`src/rtl/irrigation_timer_mmss.sv`:
```
// irrigation_timer_mmss
//   Four-digit BCD mm:ss timer with an internal one-second prescaler.
//   It counts down from a loaded target to 00:00, or up from 00:00 to
//   the target. It supports run, pause and resume, and it raises a
//   one-cycle pulse when the count completes.
//
// Ports
//   clk       system clock, rising edge
//   clear     synchronous active-high reset
//   load      capture sanitised preset into target (IDLE/DONE only)
//   preset    packed BCD {min_t, min_u, sec_t, sec_u}
//   mode      0 = count down, 1 = count up (latched on fresh start)
//   start     fresh start from IDLE/DONE, resume from PAUSE
//   pause     suspend counting (RUN only)
//   digits    current value, packed BCD
//   running   high in RUN
//   paused    high in PAUSE
//   expired   high in DONE
//   done      one-cycle pulse on entry to DONE
//   sec_tick  one-cycle pulse on each applied one-second step
module irrigation_timer_mmss #(
    parameter int TICK_DIV     = 50_000_000,
    parameter int MIN_TENS_MAX = 5
) (
    input  logic        clk,
    input  logic        clear,
    input  logic        load,
    input  logic [15:0] preset,
    input  logic        mode,
    input  logic        start,
    input  logic        pause,
    output logic [15:0] digits,
    output logic        running,
    output logic        paused,
    output logic        expired,
    output logic        done,
    output logic        sec_tick
);

    localparam int             PW         = (TICK_DIV > 2) ? $clog2(TICK_DIV) : 1;
    localparam logic [PW-1:0]  PRESC_LAST = PW'(TICK_DIV - 1);
    localparam logic [3:0]     MT_MAX     = 4'(MIN_TENS_MAX);

    typedef enum logic [1:0] {IDLE, RUN, PAUSE, DONE} state_t;

    state_t        state_q, state_d;
    logic [15:0]   target_q, target_d;
    logic [15:0]   digits_d;
    logic          mode_q, mode_d;
    logic [PW-1:0] presc_q, presc_d;
    logic          done_d, tick_d;
    logic [15:0]   terminal, stepped;

    function automatic logic [3:0] clamp4(input logic [3:0] v, input logic [3:0] lim);
        return (v > lim) ? lim : v;
    endfunction

    function automatic logic [15:0] step_down(input logic [15:0] d);
        logic [15:0] r;
        r = d;
        if (d[3:0] != 4'd0) r[3:0] = d[3:0] - 4'd1;
        else begin
            r[3:0] = 4'd9;
            if (d[7:4] != 4'd0) r[7:4] = d[7:4] - 4'd1;
            else begin
                r[7:4] = 4'd5;
                if (d[11:8] != 4'd0) r[11:8] = d[11:8] - 4'd1;
                else begin
                    r[11:8] = 4'd9;
                    if (d[15:12] != 4'd0) r[15:12] = d[15:12] - 4'd1;
                end
            end
        end
        return r;
    endfunction

    function automatic logic [15:0] step_up(input logic [15:0] d);
        logic [15:0] r;
        r = d;
        if (d[3:0] != 4'd9) r[3:0] = d[3:0] + 4'd1;
        else begin
            r[3:0] = 4'd0;
            if (d[7:4] != 4'd5) r[7:4] = d[7:4] + 4'd1;
            else begin
                r[7:4] = 4'd0;
                if (d[11:8] != 4'd9) r[11:8] = d[11:8] + 4'd1;
                else begin
                    r[11:8] = 4'd0;
                    // Tens of minutes saturate rather than wrap.
                    if (d[15:12] != MT_MAX) r[15:12] = d[15:12] + 4'd1;
                end
            end
        end
        return r;
    endfunction

    assign terminal = mode_q ? target_q : 16'h0000;
    assign stepped  = mode_q ? step_up(digits) : step_down(digits);

    always_comb begin
        state_d  = state_q;
        target_d = target_q;
        digits_d = digits;
        mode_d   = mode_q;
        presc_d  = presc_q;
        done_d   = 1'b0;
        tick_d   = 1'b0;
        if (load && (state_q == IDLE || state_q == DONE)) begin
            target_d = {clamp4(preset[15:12], MT_MAX), clamp4(preset[11:8], 4'd9),
                        clamp4(preset[7:4], 4'd5), clamp4(preset[3:0], 4'd9)};
            state_d  = IDLE;
        end else begin
            case (state_q)
                RUN: begin
                    // A pausing cycle does not advance the prescaler, so
                    // every step costs exactly TICK_DIV advancing cycles.
                    if (pause) state_d = PAUSE;
                    else if (digits == terminal) begin
                        // Zero-length run: already at terminal on entry.
                        state_d = DONE;
                        done_d  = 1'b1;
                    end else if (presc_q == PRESC_LAST) begin
                        presc_d  = '0;
                        digits_d = stepped;
                        tick_d   = 1'b1;
                        if (stepped == terminal) begin
                            state_d = DONE;
                            done_d  = 1'b1;
                        end
                    end else begin
                        presc_d = presc_q + 1'b1;
                    end
                end
                PAUSE: if (start) state_d = RUN;
                default: begin
                    if (start) begin
                        mode_d   = mode;
                        digits_d = mode ? 16'h0000 : target_q;
                        presc_d  = '0;
                        state_d  = RUN;
                    end
                end
            endcase
        end
    end

    always_ff @(posedge clk) begin
        if (clear) begin
            state_q  <= IDLE;
            target_q <= 16'h0000;
            digits   <= 16'h0000;
            mode_q   <= 1'b0;
            presc_q  <= '0;
            running  <= 1'b0;
            paused   <= 1'b0;
            expired  <= 1'b0;
            done     <= 1'b0;
            sec_tick <= 1'b0;
        end else begin
            state_q  <= state_d;
            target_q <= target_d;
            digits   <= digits_d;
            mode_q   <= mode_d;
            presc_q  <= presc_d;
            running  <= (state_d == RUN);
            paused   <= (state_d == PAUSE);
            expired  <= (state_d == DONE);
            done     <= done_d;
            sec_tick <= tick_d;
        end
    end

endmodule

```
`config.mk`:
```
export PLATFORM = sky130hd
export DESIGN_NAME = irrigation_timer_mmss
export DESIGN_NICKNAME = d
export VERILOG_FILES = /design/src/rtl/irrigation_timer_mmss.sv
export SDC_FILE = /design/constraint.sdc
export NUM_CORES = 1
export LEC_CHECK = 0
export CORE_ASPECT_RATIO = 1.5
export CORE_MARGIN = 5
export CORE_UTILIZATION = 45
export CTS_BUF_LIST = sky130_fd_sc_hd__clkbuf_2
export DETAILED_ROUTE_END_ITERATION = 6
export GPL_TIMING_DRIVEN = 0
export SYNTH_ARGS = -nofsm -noshare
export SYNTH_HDL_FRONTEND = slang
export SYNTH_SLANG_ARGS = --single-unit
```
`constraint.sdc`:
```
create_clock -name clk -period 3.5 [get_ports clk]
set_input_delay 1.05 -clock clk [delete_from_list [all_inputs] [get_ports clk]]
set_output_delay 1.05 -clock clk [all_outputs]
set_load 0.02 [all_outputs]
```
==> reports/metrics.cfg, run 1 <==
[synthesis]
synthTopCellsByArea=dfxtp_1 (27%), nor2_1 (6.2%), xnor2_1 (4.8%)
synth_cell_type_count=72
syn_nets=704
syn_area_per_cell_um2=7.39
yosys.area.top_type_share_pct=26.7
ys_seq_elements=66
syn_area_um2=4950
synth.yosys.seq_area_share_pct=26.7
synth_common_cells=nor2_1 (82), dfxtp_1 (66), nand2_1 (50), a21oi_1 (40), clkbuf_1 (40)
syn_inst=670
synth_edf_count=0
synthFlopType=dfxtp_1
synth.largest_area_cell=dfxtp_1
ys_warn_count=0
async_flop_share_pct=0
yosysMostFrequentCell=nor2_1

[pwr]
ir_drop_mv=0.236
leakage_nw=2.01
power_mw=2.40
power_density_nw_per_um2=406

[clocking]
htree_levels=3
numCtsBuffers=9
cts.sinks=66
clockBufferDepth=2
path_clk_slew_ns=0.20
insertion_delay_ns=0.54
cts_tree=done
hold_buffers=0
root_buffer=clkbuf_2

[global_routing]
grt_pass1_wl_um=29200
grt_antenna_before_repair=1
first_global_vias=5457
grt_overflow_total=0
grt_max_degree=14
grtUsageTotal_pct=28.7

[timing]
period_share_pct=98.0
fmaxAchievable_ghz=0.292
final-max-slew-violation-count=0
fin_hold_ws_ns=0.536
hold_viol=0
setup_violations=0
min_period_ns=3.43
tightest_slew_ns=0.786
skew_ns=0.0295
max_slew_margin_pct=47.6

[floorplanning]
start_util_pct=45.2
rows=47
die_y_um=138
die_area_um2=13200
fp.dieW_um=95.6
core_area_um2=10900
pin_count=43

[placed_design]
dp_hpwl_um=14100
routabilityCongestion=1.00
place_inst=857
port-buffer-count=40

[critical_path]
worstReg2RegStart=mode_q
cp_max_fo=10
startpoint_type=flop
cp.arrival_ns=3.86
critPathKind=flop to flop
r2r_end=paused
required_ns=3.94
crit_path_cell_trace=buf_2, buf_2, clkbuf_2, a21oi_1, a31oi_1, nand4_1, nor4_4, and4_1, a31o_4, o21ai_2, a2111oi_4
cpMostUsedCell=buf_2
critPathMaxStageDelay_ns=0.49
reg2reg_setup_slack_ns=0.07
reg2regPathDepth=11
slowest_stage=dfxtp_4
endpoint_kind=flop

[final_layout]
fin_nets=761
syn2layout_area_growth_pct=19.5
fin_cells=880
final_util_pct=54.1
final_layout_size_suffix_gt1_share_pct=12.3

[hold_path]
min_delay_path_depth=2
worstHoldStart=presc_q[22]
whs_endpoint=presc_q[22]
hp-class=flop to flop

[route]
wirelength_um=18800
via_per_inst=6.29
route.detailed.drc=0
first_iter_violations=510
antenna_left=0
wl_per_cell_um=21.3
drt-pass1-iter-count=5
routed-via-count=5533

[run]
drv_cap=0

[outcome]
outcome=finished, final reports clean

[worst max-delay path by stage]
stage                          start      end  slack, ns
after detailed placement      mode_q   paused      -0.57
after floorplan           digits[13]  running       0.17
after CTS                  digits[5]   paused      0.004
after global routing      digits[13]   paused     -0.003
final                         mode_q   paused       0.07
after global placement        mode_q  running      -0.62
[repair_timing]
action	4_1_cts	5_1_grt
endpoints found under the setup margin	46	29
buffers inserted	5	4
gates resized for setup	27	35
pin swaps	3	3
[final cells by class]
type                       count  area (µm²)
fill                        1103        5020
multi-input combinational    524        3480
sequential                    66        1330
timing repair buffer          49         480
buffer                        55         253
tap                          147         184
inverter                      22        86.3
clock inverter                 7        51.3
clock buffer                   9        45.0
antenna                        1        2.50
[layout by cell type (no fill, tap or decap), types with 4 or more instances in the layout]
cell type and n:
a31oi_1 10, or4_1 5, xor2_1 7, xnor2_1 27
nor2b_1 10, and3_1 12, clkbuf_1 28, dfxtp_1 62
and2_1 5, inv_1 18, buf_2 11, mux2i_1 7
clkdlybuf4s50_1 40, buf_4 10, ha_1 9, nor3b_1 18
nand2b_1 4, o22ai_1 6, a22oi_1 7, nand4_1 13
nor4_1 9, nand2_1 50, clkbuf_2 17, a21oi_1 39
a211oi_1 22, nand3_1 20, a21o_1 5, nor2_1 82
nand3b_1 8, o21ai_0 35, nor3_1 22
[where the power goes]
group          switching, mW  internal, mW  leakage, nW
registers             0.0766         0.798        0.539
logic                  0.680         0.421         1.41
clock network          0.330        0.0985       0.0591
[per-layer routing]
metal	global-route usage (%)	vias up	part of all wire, %
met5	0	-	0
met4	20.5	0	6.8
met3	4.51	88	5.9
met2	48.1	278	50
met1	32.1	2595	37
li1	-	2572	-
[logic make-up after synthesis]
logic type / share of synthesized area (%)
adder cells (fa/ha/maj): 3.03
XOR/XNOR: 6.02
AO/OA/AOI/OAI: 25.5
buffers and inverters: 6.55
flip-flops: 26.7
multiplexers: 2.07
AND/OR/NAND/NOR: 30.1
[stage by stage]
step / setup TNS (ns) / cell area (µm²) / setup WS (ns)
3_3_place_gp: -14.41 / 5530 / -0.617
2_1_floorplan: 0 / 4950 / 0.169
4_1_cts: 0 / 5780 / 0.00394
3_5_place_dp: -15.48 / 5530 / -0.574
5_1_grt: -0.00266 / 5920 / -0.00266
6_report: 0 / 5920 / 0.0715
[state kept, by name (all words and copies together) (netlist names)]
signal,count
running,1
expired,1
sec_tick,1
mode_q,1
paused,1
digits,16
done,1
state_q,2
target_q,16
presc_q,26
[worst max-delay path: cells and delay by family (launching register included)]
kind	cells	cell delay (ns)
buffers and inverters	3	0.98
AO/OA/AOI/OAI	5	0.93
AND/OR/NAND/NOR	3	0.94
flip-flops	1	0.49
No activity file was read; power rests on OpenSTA's default activity.
==> run 2: changes to the inputs <==
--- a/config.mk
+++ b/config.mk
@@ -8,9 +8,10 @@
 export CORE_ASPECT_RATIO = 1.5
 export CORE_MARGIN = 5
 export CORE_UTILIZATION = 45
-export CTS_BUF_LIST = sky130_fd_sc_hd__clkbuf_2
 export DETAILED_ROUTE_END_ITERATION = 6
 export GPL_TIMING_DRIVEN = 0
+export MAX_ROUTING_LAYER = met4
+export PLACE_DENSITY = 0.67
 export SYNTH_ARGS = -nofsm -noshare
 export SYNTH_HDL_FRONTEND = slang
 export SYNTH_SLANG_ARGS = --single-unit
==> constraint.sdc (replaced) <==
create_clock -name clk -period 2.96 [get_ports clk]
set_input_delay 0.888 -clock clk [delete_from_list [all_inputs] [get_ports clk]]
set_output_delay 0.888 -clock clk [all_outputs]
set_load 0.02 [all_outputs]
==> reports/metrics.cfg, run 2 (synthesis gave the netlist of run 1 again) <==
[critical_path]
required_ns=3.19
startpoint_type=flop
reg2regPathDepth=11
critPathMaxStageDelay_ns=0.51
crit_buf_inv=4
crit_family=compound AO/OA/AOI/OAI gates
cp.arrival_ns=3.29
cp_max_fo=10
cp.depth=11
slowest_stage=or4_4
endpoint_kind=flop
crit_path_cell_trace=inv_1, clkbuf_4, a2bb2oi_1, or4_4, o41a_1, o211ai_1, buf_4, buf_6, nor4_1, xnor2_1, nor2_1
critPathKind=flop to flop

[pwr]
power_density_nw_per_um2=555
ir_drop_mv=0.361
leakage_nw=2.44

[final_layout]
antenna_cells=0
final_util_pct=62.4
largest_register_ff_count=26
fill_cells=989
register_area_um2=1360
syn2layout_area_growth_pct=38.0
final_layout_size_suffix_gt1_share_pct=24.4
regMostFlops=presc_q
largest_registers=presc_q: 26 flops, digits: 16 flops, target_q: 16 flops
mostFrequentLayoutCell=nor2_1
final_cell_mix=nor2_1 (81), buf_4 (51), nand2_1 (50), dfxtp_1 (46), clkdlybuf4s50_1 (40)
fin_nets=795
multi_input_area_um2=3760
fin_cells=913

[route]
first_iter_violations=669
drt-pass1-iter-count=7
wirelength_um=20000
route.detailed.drc=0
via_per_inst=6.33
routed-via-count=5779
antenna_left=0
wl_per_cell_um=21.9

[clocking]
cts_tree=done
htree_levels=3
insertion_delay_ns=0.34
numCtsBuffers=9
hold_buffers=0
clockBufferDepth=2
cts.sinks=66
path_clk_slew_ns=0.06
root_buffer=clkbuf_16

[timing]
skew_ns=0.00473
max_slew_margin_pct=51.8
min_period_ns=3.06
hold_viol=0
period_share_pct=103
tightest_slew_ns=0.723
rsz0062_at_grt=true
final-max-slew-violation-count=0
fin_hold_ws_ns=0.523
setup_violations=13
fmaxAchievable_ghz=0.327
setup_slack_ns=-0.0953
setup_tns_ns=-0.705

[run]
drv_cap=0

[outcome]
outcome=finished with violations
violations=negative setup slack

[hold_path]
hp-class=flop to flop
min_delay_path_depth=2

[global_routing]
grt_pass1_wl_um=30200
grt_overflow_total=0
grt_antenna_before_repair=0
first_global_vias=5553
grtUsageTotal_pct=30.8
grt_max_degree=14

[floorplanning]
start_util_pct=45.2
die_area_um2=13200
pin_count=43
die_y_um=138
core_area_um2=10900
fp.dieW_um=95.6
rows=47

[placed_design]
port-buffer-count=40
routabilityCongestion=1.04
dp_hpwl_um=14100
place_inst=857

==> run 2: changes by cell type in the layout (fill, tap and decap cells not counted), sizes merged <==
cell      change
clkinvlp      -1
bufinv        +2
diode         -1
inv           -1
clkbuf        -9
buf          +43
==> run 2: per-layer routing <==
metal,up-vias,GRT usage (%),routed length [µm]
met5,-,-,0
met4,0,19.3,1410
met3,101,4.78,1230
met2,291,51.6,10300
met1,2750,32.9,7060
li1,2637,-,-
==> run 2: final cells by class <==
class                   count  share of cell area, %
plain buffers              51                   5.02
clock buffers               9                   3.30
clock inverters             7                   1.45
inverters                  22                   1.37
multi-input cells         524                   55.1
flip-flops and latches     66                   20.0
well taps                 147                   2.69
repair buffers             87                   11.1
==> run 2: where the power goes <==
part           leakage (nW)  internal [mW]  total (mW)  switching (mW)
registers             0.547          0.947        1.05           0.101
logic                  1.74          0.659        1.56           0.896
clock network         0.156          0.743        1.18           0.439
==> run 2: worst paths after layout <==
path / from / to / slack, ns
hold / removal: presc_q[6] / presc_q[6] / 0.52
setup reg to reg: mode_q / presc_q[24] / -0.1
setup / recovery: mode_q / presc_q[24] / -0.1
hold reg to reg: presc_q[6] / presc_q[6] / 0.52
==> run 2: worst reg2reg max path: stages, from the launching register on <==
cell and delay [ns]:
dfxtp_4 0.42, inv_1 0.10, clkbuf_4 0.24, a2bb2oi_1 0.19
or4_4 0.51, o41a_1 0.50, o211ai_1 0.36, buf_4 0.19
buf_6 0.12, nor4_1 0.06, xnor2_1 0.19, nor2_1 0.06
==> run 2: stage by stage <==
stage                     area, µm²  total power [mW]  worst slack [ns]
after floorplan                5020              1.83           0.00809
after global placement         5610              2.23             -1.27
after detailed placement       5610              2.24             -1.22
after CTS                      6510              3.65           -0.0358
after global routing           6830              3.91            -0.158
final                          6830              3.79           -0.0953
==> run 2: repair_timing <==
| action | in CTS | in global routing |
|---|---|---|
| setup endpoints to repair | 48 | 44 |
| pin swaps | 22 | 22 |
| gates cloned | 1 | 1 |
| resized for setup | 103 | 68 |
| buffers inserted | 26 | 19 |
==> run 3: changes to the inputs <==
--- a/config.mk
+++ b/config.mk
@@ -6,7 +6,7 @@
 export NUM_CORES = 1
 export LEC_CHECK = 0
 export CORE_ASPECT_RATIO = 1.5
-export CORE_MARGIN = 5
+export CORE_MARGIN = 1.5
 export CORE_UTILIZATION = 45
 export DETAILED_ROUTE_END_ITERATION = 6
 export GPL_TIMING_DRIVEN = 0
==> constraint.sdc (replaced) <==
create_clock -name clk -period 2.5 [get_ports clk]
set_input_delay 0.75 -clock clk [delete_from_list [all_inputs] [get_ports clk]]
set_output_delay 0.75 -clock clk [all_outputs]
set_load 0.02 [all_outputs]
==> reports/metrics.cfg, run 3 (synthesis gave the netlist of run 1 again) <==
[outcome]
outcome=finished with violations
violations=negative setup slack

[critical_path]
startpoint_type=flop
reg2regPathDepth=13
endpoint_kind=flop
cp.arrival_ns=3.40
critPathKind=flop to flop
worstReg2RegStart=digits[5]
required_ns=2.75
critical_path.startpoint=digits[5]
cp_max_fo=8
reg2reg_setup_slack_ns=-0.66
r2r_end=paused

[floorplanning]
start_util_pct=46.5
die_area_um2=11600
rows=46
die_y_um=131
fp.dieW_um=88.6
core_area_um2=10600
pin_count=43

[route]
wl_per_cell_um=22.9
antenna_left=0
routed-via-count=5952
drt-pass1-iter-count=6
first_iter_violations=693
wirelength_um=21200
via_per_inst=6.43
route.detailed.drc=0

[timing]
final-max-slew-violation-count=0
fin_hold_ws_ns=0.514
max_slew_margin_pct=37.6
period_share_pct=126
tightest_slew_ns=0.935
skew_ns=0.0124
setup_slack_ns=-0.656
hold_viol=0
min_period_ns=3.16
setup_violations=48
rsz0062_at_grt=true
fmaxAchievable_ghz=0.317

[placed_design]
port-buffer-count=40
dp_hpwl_um=14000
place_inst=854
routabilityCongestion=1.01

[hold_path]
hp-class=flop to flop
whs_endpoint=presc_q[15]
min_delay_path_depth=2
worstHoldStart=presc_q[15]

[pwr]
leakage_nw=2.59
power_density_nw_per_um2=640
ir_drop_mv=0.421

[final_layout]
largest_register_ff_count=26
regMostFlops=presc_q
final_cell_mix=nor2_1 (62), nand2_1 (50), dfxtp_1 (49), buf_4 (46), clkdlybuf4s50_1 (40)
final_layout_size_suffix_gt1_share_pct=30.3
fin_cells=925
syn2layout_area_growth_pct=46.6
mostFrequentLayoutCell=nor2_1
largest_registers=presc_q: 26 flops, digits: 16 flops, target_q: 16 flops
final_util_pct=68.1
fin_nets=809

[global_routing]
first_global_vias=5693
grtUsageTotal_pct=37.2
grt_overflow_total=0
grt_antenna_before_repair=1
grt_pass1_wl_um=31600
grt_max_degree=13

[clocking]
cts_tree=done
path_clk_slew_ns=0.06
htree_levels=3
clockBufferDepth=2
numCtsBuffers=9
hold_buffers=0
insertion_delay_ns=0.35
cts.sinks=66
root_buffer=clkbuf_16

[run]
drv_cap=0

run 3: cell count changes in the layout (fill, tap and decap cells not counted), moves of 4 or more:
cell       before  now
a211oi_2        2   14
buf_4          51   46
nor2_4          0   10
nor2_2          1   10
a211oi_1       20    7
nor2_1         81   62
buf_6           9   24
clkbuf_16      10   14
run 3: worst max-delay path by stage:
stage / end / slack, ns
2_1_floorplan: running / -0.38
3_5_place_dp: paused / -1.47
6_report: paused / -0.66
5_1_grt: paused / -0.74
4_1_cts: paused / -0.59
3_3_place_gp: running / -1.51
run 3: timing repair:
item                                    4_1_cts  5_1_grt
endpoints found under the setup margin       49       49
gates resized for setup                     134       62
gates cloned                                  3        1
buffers inserted                             34       27
pin swaps                                    27       24
run 3: area by class of cell:
| type | instances | area, µm² |
|---|---|---|
| flip-flops and latches | 66 | 1360 |
| inverters | 22 | 97.6 |
| fillers | 901 | 3390 |
| multi-input cells | 524 | 3940 |
| clock inverters | 5 | 60.1 |
| clock buffers | 11 | 253 |
| well taps | 144 | 180 |
| repair buffers | 101 | 957 |
| diodes | 1 | 2.50 |
| plain buffers | 51 | 403 |
run 3: routing by layer:
| metal | GRT usage (%) | wire length (µm) | vias to the layer above |
|---|---|---|---|
| li1 | - | - | 2669 |
| met1 | 39.1 | 7480 | 2839 |
| met2 | 58.8 | 10400 | 319 |
| met3 | 9.86 | 1590 | 125 |
| met4 | 26.4 | 1720 | 0 |
| met5 | - | 0 | - |
run 3: critical path, stage by stage, from the launching register on:
cell and delay (ns):
dfxtp_4 0.35, buf_8 0.12, inv_8 0.06, ha_4 0.14, nand3b_4 0.17, a2111oi_4 0.51, buf_4 0.22, mux2i_4 0.07
a32o_2 0.27, a2111oi_4 0.26, and4_4 0.28, a31o_4 0.21, o21ai_4 0.08, a2111oi_4 0.30
run 3: power by group:
part / switching [mW] / internal, mW / leakage, nW / total, mW
Sequential: 0.117 / 1.12 / 0.546 / 1.24
Combinational: 1.15 / 0.891 / 1.90 / 2.05
Clock: 0.527 / 0.832 / 0.153 / 1.36
Total: 1.80 / 2.84 / 2.59 / 4.64
run 3: through the flow:
stage | total power [mW] | cell area, µm² | TNS, ns | setup slack [ns]
final | 4.64 | 7250 | -19.19 | -0.656
after global routing | 4.81 | 7250 | -22.96 | -0.744
after CTS | 4.42 | 6840 | -10.91 | -0.587
after detailed placement | 2.72 | 5750 | -46.08 | -1.47
after global placement | 2.71 | 5750 | -46.85 | -1.51
after floorplan | 2.24 | 5170 | -5.77 | -0.384
